--- config.mk ---
export PLATFORM = sky130hd
export DESIGN_NAME = alu_issue_ctrl_flat
export DESIGN_NICKNAME = d
export VERILOG_FILES = /design/src/rtl/alu_issue_ctrl_pkg.sv /design/src/rtl/alu_issue_ctrl_if.sv /design/src/rtl/alu_issue_ctrl_opcode_decode.sv /design/src/rtl/alu_issue_ctrl.sv /design/src/flat_wrapper.sv
export SDC_FILE = /design/constraint.sdc
export NUM_CORES = 1
export LEC_CHECK = 0
export ABC_AREA = 0
export CORE_MARGIN = 4
export CORE_UTILIZATION = 44
export DETAILED_ROUTE_END_ITERATION = 7
export PLACE_DENSITY = 0.82
export SYNTH_ARGS = -nofsm -noshare
export SYNTH_HDL_FRONTEND = slang
export SYNTH_SLANG_ARGS = --single-unit
--- constraint.sdc ---
create_clock -name Clk -period 4.2 [get_ports Clk]
set_input_delay 0.84 -clock Clk [delete_from_list [all_inputs] [get_ports Clk]]
set_output_delay 0.84 -clock Clk [all_outputs]
set_load 0.01 [all_outputs]
--- src/rtl/alu_issue_ctrl_pkg.sv ---
// Shared ALU definitions: opcode map, unit select codes and issue-controller FSM states.
package alu_pkg;

  // Arithmetic unit opcodes occupy 0000-0101
  localparam logic [3:0] OP_ADD  = 4'b0000;
  localparam logic [3:0] OP_SUB  = 4'b0001;
  localparam logic [3:0] OP_ADC  = 4'b0010;
  localparam logic [3:0] OP_SBB  = 4'b0011;
  localparam logic [3:0] OP_INC  = 4'b0100;
  localparam logic [3:0] OP_DEC  = 4'b0101;
  localparam logic [3:0] OP_AND  = 4'b0110;
  localparam logic [3:0] OP_NAND = 4'b0111;
  localparam logic [3:0] OP_OR   = 4'b1000;
  localparam logic [3:0] OP_NOR  = 4'b1001;
  localparam logic [3:0] OP_XOR  = 4'b1010;
  localparam logic [3:0] OP_XNOR = 4'b1011;
  localparam logic [3:0] OP_SHL  = 4'b1100;
  localparam logic [3:0] OP_SHR  = 4'b1101;
  localparam logic [3:0] OP_RSV0 = 4'b1110;
  localparam logic [3:0] OP_RSV1 = 4'b1111;

  localparam logic [2:0] NONE_SEL  = 3'b000;
  localparam logic [2:0] ARITH_SEL = 3'b001;
  localparam logic [2:0] GATE_SEL  = 3'b010;
  localparam logic [2:0] SHIFT_SEL = 3'b100;

  typedef enum logic [1:0] {IDLE = 2'd0, EXEC = 2'd1, CAPT = 2'd2, RESP = 2'd3} state_e;

endpackage

--- src/rtl/alu_issue_ctrl_if.sv ---
// Command, unit-bus and response signals between the issue controller and its environment.
interface alu_issue_ctrl_if #(parameter int WIDTH = 8);
  logic             Cmd_Valid;
  logic             Cmd_Ready;
  logic [3:0]       Cmd_Opcode;
  logic [WIDTH-1:0] Cmd_A;
  logic [WIDTH-1:0] Cmd_B;
  logic [3:0]       Opcode;
  logic [WIDTH-1:0] A;
  logic [WIDTH-1:0] B;
  logic [2:0]       Select;
  logic [WIDTH-1:0] Arith_Result;
  logic [WIDTH-1:0] Gate_Result;
  logic [WIDTH-1:0] Shift_Result;
  logic             Arith_Flag;
  logic             Gate_Flag;
  logic             Shift_Flag;
  logic             Rsp_Valid;
  logic             Rsp_Ready;
  logic [WIDTH-1:0] Rsp_Result;
  logic             Rsp_Err;

  modport master (
    input  Cmd_Valid, Cmd_Opcode, Cmd_A, Cmd_B,
    input  Arith_Result, Gate_Result, Shift_Result,
    input  Arith_Flag, Gate_Flag, Shift_Flag, Rsp_Ready,
    output Cmd_Ready, Opcode, A, B, Select,
    output Rsp_Valid, Rsp_Result, Rsp_Err
  );

  modport slave (
    output Cmd_Valid, Cmd_Opcode, Cmd_A, Cmd_B,
    output Arith_Result, Gate_Result, Shift_Result,
    output Arith_Flag, Gate_Flag, Shift_Flag, Rsp_Ready,
    input  Cmd_Ready, Opcode, A, B, Select,
    input  Rsp_Valid, Rsp_Result, Rsp_Err
  );
endinterface

--- src/rtl/alu_issue_ctrl_opcode_decode.sv ---
// Combinational opcode-to-unit mapping shared by the issue controller and later units.
module alu_opcode_decode #(
  parameter logic [2:0] ARITH_SEL = alu_pkg::ARITH_SEL,
  parameter logic [2:0] GATE_SEL  = alu_pkg::GATE_SEL,
  parameter logic [2:0] SHIFT_SEL = alu_pkg::SHIFT_SEL
) (
  input  logic [3:0] opcode,
  output logic [2:0] select,
  output logic       reserved
);
  import alu_pkg::*;

  always_comb begin
    select   = NONE_SEL;
    reserved = 1'b0;
    if (opcode <= OP_DEC)       select = ARITH_SEL;
    else if (opcode <= OP_XNOR) select = GATE_SEL;
    else if (opcode <= OP_SHR)  select = SHIFT_SEL;
    else                        reserved = 1'b1;
  end
endmodule

--- src/rtl/alu_issue_ctrl.sv ---
// Issue sequencer for the arithmetic/gate/shift units: one command in flight, registered outputs.
// Optional ALU_ISSUE_STATS_EN adds saturating response/error counters Stat_Ops and Stat_Errs.
module alu_issue_ctrl #(
  parameter int         WIDTH     = 8,
  parameter logic [2:0] ARITH_SEL = alu_pkg::ARITH_SEL,
  parameter logic [2:0] GATE_SEL  = alu_pkg::GATE_SEL,
  parameter logic [2:0] SHIFT_SEL = alu_pkg::SHIFT_SEL
) (
  input  logic               Clk,
  input  logic               Reset,
  alu_issue_ctrl_if.master   bus
`ifdef ALU_ISSUE_STATS_EN
  ,
  output logic [15:0]        Stat_Ops,
  output logic [15:0]        Stat_Errs
`endif
);
  import alu_pkg::*;

  localparam logic [1:0] S_IDLE = IDLE;
  localparam logic [1:0] S_EXEC = EXEC;
  localparam logic [1:0] S_CAPT = CAPT;
  localparam logic [1:0] S_RESP = RESP;

  logic [1:0]       state;
  logic [2:0]       unit_sel;
  logic [2:0]       dec_select;
  logic             dec_reserved;
  logic [WIDTH-1:0] unit_res;
  logic             unit_flag;

  alu_opcode_decode #(
    .ARITH_SEL (ARITH_SEL),
    .GATE_SEL  (GATE_SEL),
    .SHIFT_SEL (SHIFT_SEL)
  ) u_decode (
    .opcode   (bus.Cmd_Opcode),
    .select   (dec_select),
    .reserved (dec_reserved)
  );

  // Select is cleared after EXEC, so capture uses the separately latched unit code.
  always_comb begin
    unit_res  = '0;
    unit_flag = 1'b0;
    if (unit_sel == ARITH_SEL) begin
      unit_res  = bus.Arith_Result;
      unit_flag = bus.Arith_Flag;
    end else if (unit_sel == GATE_SEL) begin
      unit_res  = bus.Gate_Result;
      unit_flag = bus.Gate_Flag;
    end else if (unit_sel == SHIFT_SEL) begin
      unit_res  = bus.Shift_Result;
      unit_flag = bus.Shift_Flag;
    end
  end

  always_ff @(posedge Clk) begin
    if (Reset) begin
      state          <= S_IDLE;
      unit_sel       <= NONE_SEL;
      bus.Cmd_Ready  <= 1'b1;
      bus.Select     <= NONE_SEL;
      bus.Opcode     <= '0;
      bus.A          <= '0;
      bus.B          <= '0;
      bus.Rsp_Valid  <= 1'b0;
      bus.Rsp_Result <= '0;
      bus.Rsp_Err    <= 1'b0;
    end else begin
      case (state)
        S_IDLE: begin
          if (bus.Cmd_Valid) begin
            bus.Cmd_Ready <= 1'b0;
            if (dec_reserved) begin
              bus.Rsp_Result <= '0;
              bus.Rsp_Err    <= 1'b1;
              bus.Rsp_Valid  <= 1'b1;
              state          <= S_RESP;
            end else begin
              bus.Opcode <= bus.Cmd_Opcode;
              bus.A      <= bus.Cmd_A;
              bus.B      <= bus.Cmd_B;
              bus.Select <= dec_select;
              unit_sel   <= dec_select;
              state      <= S_EXEC;
            end
          end
        end
        S_EXEC: begin
          bus.Select <= NONE_SEL;
          state      <= S_CAPT;
        end
        S_CAPT: begin
          bus.Rsp_Result <= unit_res;
          bus.Rsp_Err    <= ~unit_flag;
          bus.Rsp_Valid  <= 1'b1;
          state          <= S_RESP;
        end
        default: begin
          if (bus.Rsp_Ready) begin
            bus.Rsp_Valid <= 1'b0;
            bus.Cmd_Ready <= 1'b1;
            state         <= S_IDLE;
          end
        end
      endcase
    end
  end

`ifdef ALU_ISSUE_STATS_EN
  function automatic logic [15:0] sat_inc(input logic [15:0] v);
    return (v == 16'hFFFF) ? v : v + 16'd1;
  endfunction

  always_ff @(posedge Clk) begin
    if (Reset) begin
      Stat_Ops  <= '0;
      Stat_Errs <= '0;
    end else if (bus.Rsp_Valid && bus.Rsp_Ready) begin
      Stat_Ops <= sat_inc(Stat_Ops);
      if (bus.Rsp_Err) Stat_Errs <= sat_inc(Stat_Errs);
    end
  end
`endif

endmodule

--- src/flat_wrapper.sv ---
// flat-port wrapper written by rule: the top's interface ports become plain ports
module alu_issue_ctrl_flat import alu_pkg::*;
#(
  parameter int         WIDTH     = 8,
  parameter logic [2:0] ARITH_SEL = alu_pkg::ARITH_SEL,
  parameter logic [2:0] GATE_SEL  = alu_pkg::GATE_SEL,
  parameter logic [2:0] SHIFT_SEL = alu_pkg::SHIFT_SEL
)
  (Clk, Reset, bus_Cmd_Valid, bus_Cmd_Opcode, bus_Cmd_A, bus_Cmd_B, bus_Arith_Result, bus_Gate_Result, bus_Shift_Result, bus_Arith_Flag, bus_Gate_Flag, bus_Shift_Flag, bus_Rsp_Ready, bus_Cmd_Ready, bus_Opcode, bus_A, bus_B, bus_Select, bus_Rsp_Valid, bus_Rsp_Result, bus_Rsp_Err);
  alu_issue_ctrl_if #(.WIDTH(WIDTH)) bus_i ();
  input  logic Clk;
  input  logic Reset;
  input wire logic [$bits(bus_i.Cmd_Valid)-1:0] bus_Cmd_Valid;
  input wire logic [$bits(bus_i.Cmd_Opcode)-1:0] bus_Cmd_Opcode;
  input wire logic [$bits(bus_i.Cmd_A)-1:0] bus_Cmd_A;
  input wire logic [$bits(bus_i.Cmd_B)-1:0] bus_Cmd_B;
  input wire logic [$bits(bus_i.Arith_Result)-1:0] bus_Arith_Result;
  input wire logic [$bits(bus_i.Gate_Result)-1:0] bus_Gate_Result;
  input wire logic [$bits(bus_i.Shift_Result)-1:0] bus_Shift_Result;
  input wire logic [$bits(bus_i.Arith_Flag)-1:0] bus_Arith_Flag;
  input wire logic [$bits(bus_i.Gate_Flag)-1:0] bus_Gate_Flag;
  input wire logic [$bits(bus_i.Shift_Flag)-1:0] bus_Shift_Flag;
  input wire logic [$bits(bus_i.Rsp_Ready)-1:0] bus_Rsp_Ready;
  output wire logic [$bits(bus_i.Cmd_Ready)-1:0] bus_Cmd_Ready;
  output wire logic [$bits(bus_i.Opcode)-1:0] bus_Opcode;
  output wire logic [$bits(bus_i.A)-1:0] bus_A;
  output wire logic [$bits(bus_i.B)-1:0] bus_B;
  output wire logic [$bits(bus_i.Select)-1:0] bus_Select;
  output wire logic [$bits(bus_i.Rsp_Valid)-1:0] bus_Rsp_Valid;
  output wire logic [$bits(bus_i.Rsp_Result)-1:0] bus_Rsp_Result;
  output wire logic [$bits(bus_i.Rsp_Err)-1:0] bus_Rsp_Err;
  assign bus_i.Cmd_Valid = bus_Cmd_Valid;
  assign bus_i.Cmd_Opcode = bus_Cmd_Opcode;
  assign bus_i.Cmd_A = bus_Cmd_A;
  assign bus_i.Cmd_B = bus_Cmd_B;
  assign bus_i.Arith_Result = bus_Arith_Result;
  assign bus_i.Gate_Result = bus_Gate_Result;
  assign bus_i.Shift_Result = bus_Shift_Result;
  assign bus_i.Arith_Flag = bus_Arith_Flag;
  assign bus_i.Gate_Flag = bus_Gate_Flag;
  assign bus_i.Shift_Flag = bus_Shift_Flag;
  assign bus_i.Rsp_Ready = bus_Rsp_Ready;
  assign bus_Cmd_Ready = bus_i.Cmd_Ready;
  assign bus_Opcode = bus_i.Opcode;
  assign bus_A = bus_i.A;
  assign bus_B = bus_i.B;
  assign bus_Select = bus_i.Select;
  assign bus_Rsp_Valid = bus_i.Rsp_Valid;
  assign bus_Rsp_Result = bus_i.Rsp_Result;
  assign bus_Rsp_Err = bus_i.Rsp_Err;
  alu_issue_ctrl #(.WIDTH(WIDTH), .ARITH_SEL(ARITH_SEL), .GATE_SEL(GATE_SEL), .SHIFT_SEL(SHIFT_SEL)) u_core (.Clk(Clk), .Reset(Reset), .bus(bus_i));
endmodule
==> flow_metrics.env <==
export IMPL_status="complete, no violations"
export IMPL_final_cell_mix="clkdlybuf4s50_1 (84), nand2_1 (47), a21oi_1 (44), dfxtp_1 (39), nand3b_1 (18)"
export IMPL_grt_max_degree=29
export IMPL_highest_layer="met4"
export IMPL_wl_met3_um=530
export IMPL_end_kind="flip-flop"
export IMPL_ys_seq_area_share_pct=43.12
export IMPL_slew_viol_final=0
export IMPL_drv_cap=0
export IMPL_ant_nets=0
export IMPL_insertion_delay_ps=300
export IMPL_drt_met1_wl_um=2109
export IMPL_p_switching_mw=0.4805
export IMPL_die_area_um2=5205
export IMPL_arrival_ps=2590
export IMPL_drive_gt1_share_pct=4.934
export IMPL_path_clk_slew_ps=70
export IMPL_rows=23
export IMPL_drt_iter0_markers=54
export IMPL_synth_cells=225
export IMPL_num_antenna_cells=0
export IMPL_setup_violations=0
export IMPL_synth_seq_cells=39
export IMPL_p_sw_share_pct=36.01
export IMPL_fin_skew_ps=5.118
export IMPL_synth_area_um2=1810
export IMPL_seq_power_share_pct=38.0
export IMPL_grt_pass1_vias=1637
export IMPL_cts_sinks=39
export IMPL_grt_overflow=0
export IMPL_tightest_slew_ps=1001
export IMPL_dp_hpwl_um=3556
export IMPL_area_growth_pct=50.86
export IMPL_synth_avg_cell_area_um2=8.047
export IMPL_cts_resized=0
export IMPL_wire_per_inst_um=13.69
export IMPL_drc=0
export IMPL_htree_levels=2
export IMPL_pin_count=85
export IMPL_p_leak_nw=0.9535
export IMPL_post_cts_buffers=0
export IMPL_wl_met2_um=2119
export IMPL_final_common_cell="clkdlybuf4s50_1"
export IMPL_final_util_pct=68.28
export IMPL_startpoint_type="primary input"
export IMPL_grt_pass1_wl_um=7569
export IMPL_critPathMaxFanout=23
export IMPL_max_slew_margin_pct=33.03
export IMPL_gp_congestion=0.8667
export IMPL_nets=358
export IMPL_synth_warnings=0
export IMPL_start_util_pct=45.26
export IMPL_synthesis_nets=280
export IMPL_p_comb_share_pct=43.5
export IMPL_postCtsHoldBufs=0
export IMPL_track_usage_pct=18.60
export IMPL_routed_via_density=5.155
export IMPL_clk_path_buf_depth=2
export IMPL_worst_ir_drop_vdd_mv=0.2708
export IMPL_fin_crit_sh_pct=57.26
export IMPL_die_w_um=72.15
export IMPL_cts_tree="built"
export IMPL_hold_path_class="flip-flop to flip-flop"
export IMPL_die_h_um=72.15
export IMPL_vias=1825
export IMPL_setup_tns_ps=0
export IMPL_p_per_area_nw_per_um2=488.5
export IMPL_min_period_ps=2405
export IMPL_intPower_mw=0.8538
export IMPL_fmax_mhz=415.8
export IMPL_fillerInstances=335
export IMPL_synth_distinct_cells=33
export IMPL_routed_wl_um=4847
export IMPL_ctsRootBufferMaster="clkbuf_8"
export IMPL_io_buffers=84
export IMPL_rsz0062_at_grt="no"
export IMPL_regToRegSetupSlack_ps=2100
export IMPL_hold_viol=0
export IMPL_crit_type="primary input to flip-flop"
export IMPL_worstPathRequired_ps=4390
export IMPL_core_um2=4000
export IMPL_numCtsBuffers=5
export IMPL_firstDrtPassIters=4
export IMPL_clkPwrFrac_pct=18.5
export IMPL_antenna_found_initial=0
-- layer usage --
metal / up-vias / track usage [%]
li1: 927 / -
met5: - / 0
met3: 8 / 8.587
met2: 78 / 28.72
met4: 0 / 7.307
met1: 812 / 22.45
-- power groups by stage --
stage	combinational (mW)	clock, mW	sequential (mW)
6_report	0.580	0.247	0.507
5_1_grt	0.640	0.272	0.518
4_1_cts	0.586	0.255	0.507
3_5_place_dp	0.583	0	0.514
3_3_place_gp	0.575	0	0.511
2_1_floorplan	0.328	0	0.536
-- cells in the mapped netlist (all sizes together) --
cell,n,area [um2]
nand3b,18,135.1
a31oi,1,6.260
nand2,47,176.4
or2,1,6.260
nor2,17,66.32
ha,4,50.05
o2bb2ai,1,27.53
a21oi,44,220.2
a32oi,2,17.52
or3,1,6.260
buf,11,71.32
clkbuf,5,18.77
o21ai,2,10.01
a22oi,2,15.01
a311oi,1,8.760
nand2b,2,12.51
nor3,1,5.000
nand3,2,15.01
and3,1,6.260
dfxtp,39,780.8
nor3b,1,7.510
nor2b,2,12.51
inv,7,26.28
a31o,1,8.760
o31ai,1,7.510
mux2i,1,10.01
a211oi,9,72.57
o211a,1,10.01
-- cell families after synthesis --
group                    after synthesis  synth area share, %
AO/OA/AOI/OAI                         65                22.32
adder cells (fa/ha/maj)                4                2.764
flip-flops                            39                43.12
AND/OR/NAND/NOR                       93                24.81
buffers and inverters                 23                6.428
multiplexers                           1               0.5529
-- cell type report --
cell class                      count  area, um2  area share [%]
Multi-Input combinational cell    163      913.4           33.44
Clock inverter                      2      12.51          0.4581
Clock buffer                        6      72.57           2.657
Timing Repair Buffer               87      863.3           31.61
Tap cell                           50      62.56           2.290
Sequential cell                    39      780.7           28.58
Inverter                            7      26.28          0.9620
-- state kept, by name (all words and copies together) (netlist names) --
| name | cells |
|---|---|
| u_core.bus.A | 8 |
| u_core.bus.B | 8 |
| u_core.bus.Rsp_Result | 8 |
| u_core.bus.Opcode | 4 |
| u_core.bus.Select | 3 |
| u_core.unit_sel | 3 |
| u_core.state | 2 |
| u_core.bus.Cmd_Ready | 1 |
| u_core.bus.Rsp_Err | 1 |
| u_core.bus.Rsp_Valid | 1 |
-- worst max-delay path: stages --
cell	delay, ps
clkdlybuf4s50_1	510
nand3_2	180
nand3_1	630
a21oi_1	370
nor2_1	60
-- per-stage QoR --
| step | total power [mW] | std cells | setup WS (ps) | instance area [um2] | hold slack (ps) |
|---|---|---|---|---|---|
| 2_1_floorplan | 0.8638 | 225 | 2557 | 1810 | 465.8 |
| 3_3_place_gp | 1.087 | 346 | 1494 | 2646 | 441.5 |
| 3_5_place_dp | 1.097 | 346 | 1464 | 2646 | 445.7 |
| 4_1_cts | 1.347 | 354 | 1775 | 2731 | 456.2 |
| 5_1_grt | 1.430 | 354 | 1595 | 2731 | 469.4 |
| 6_report | 1.334 | 354 | 1795 | 2731 | 454.8 |
-- worst paths after layout --
check                          from                  to  cells after the start
setup / recovery  bus_Cmd_Opcode[3]  u_core.unit_sel[2]                      5
hold / removal      u_core.bus.B[2]     u_core.bus.B[2]                      2
setup reg to reg    u_core.state[0]     u_core.bus.B[5]                      7
hold reg to reg     u_core.bus.B[2]     u_core.bus.B[2]                      2
No activity file was read; power rests on OpenSTA's default activity.
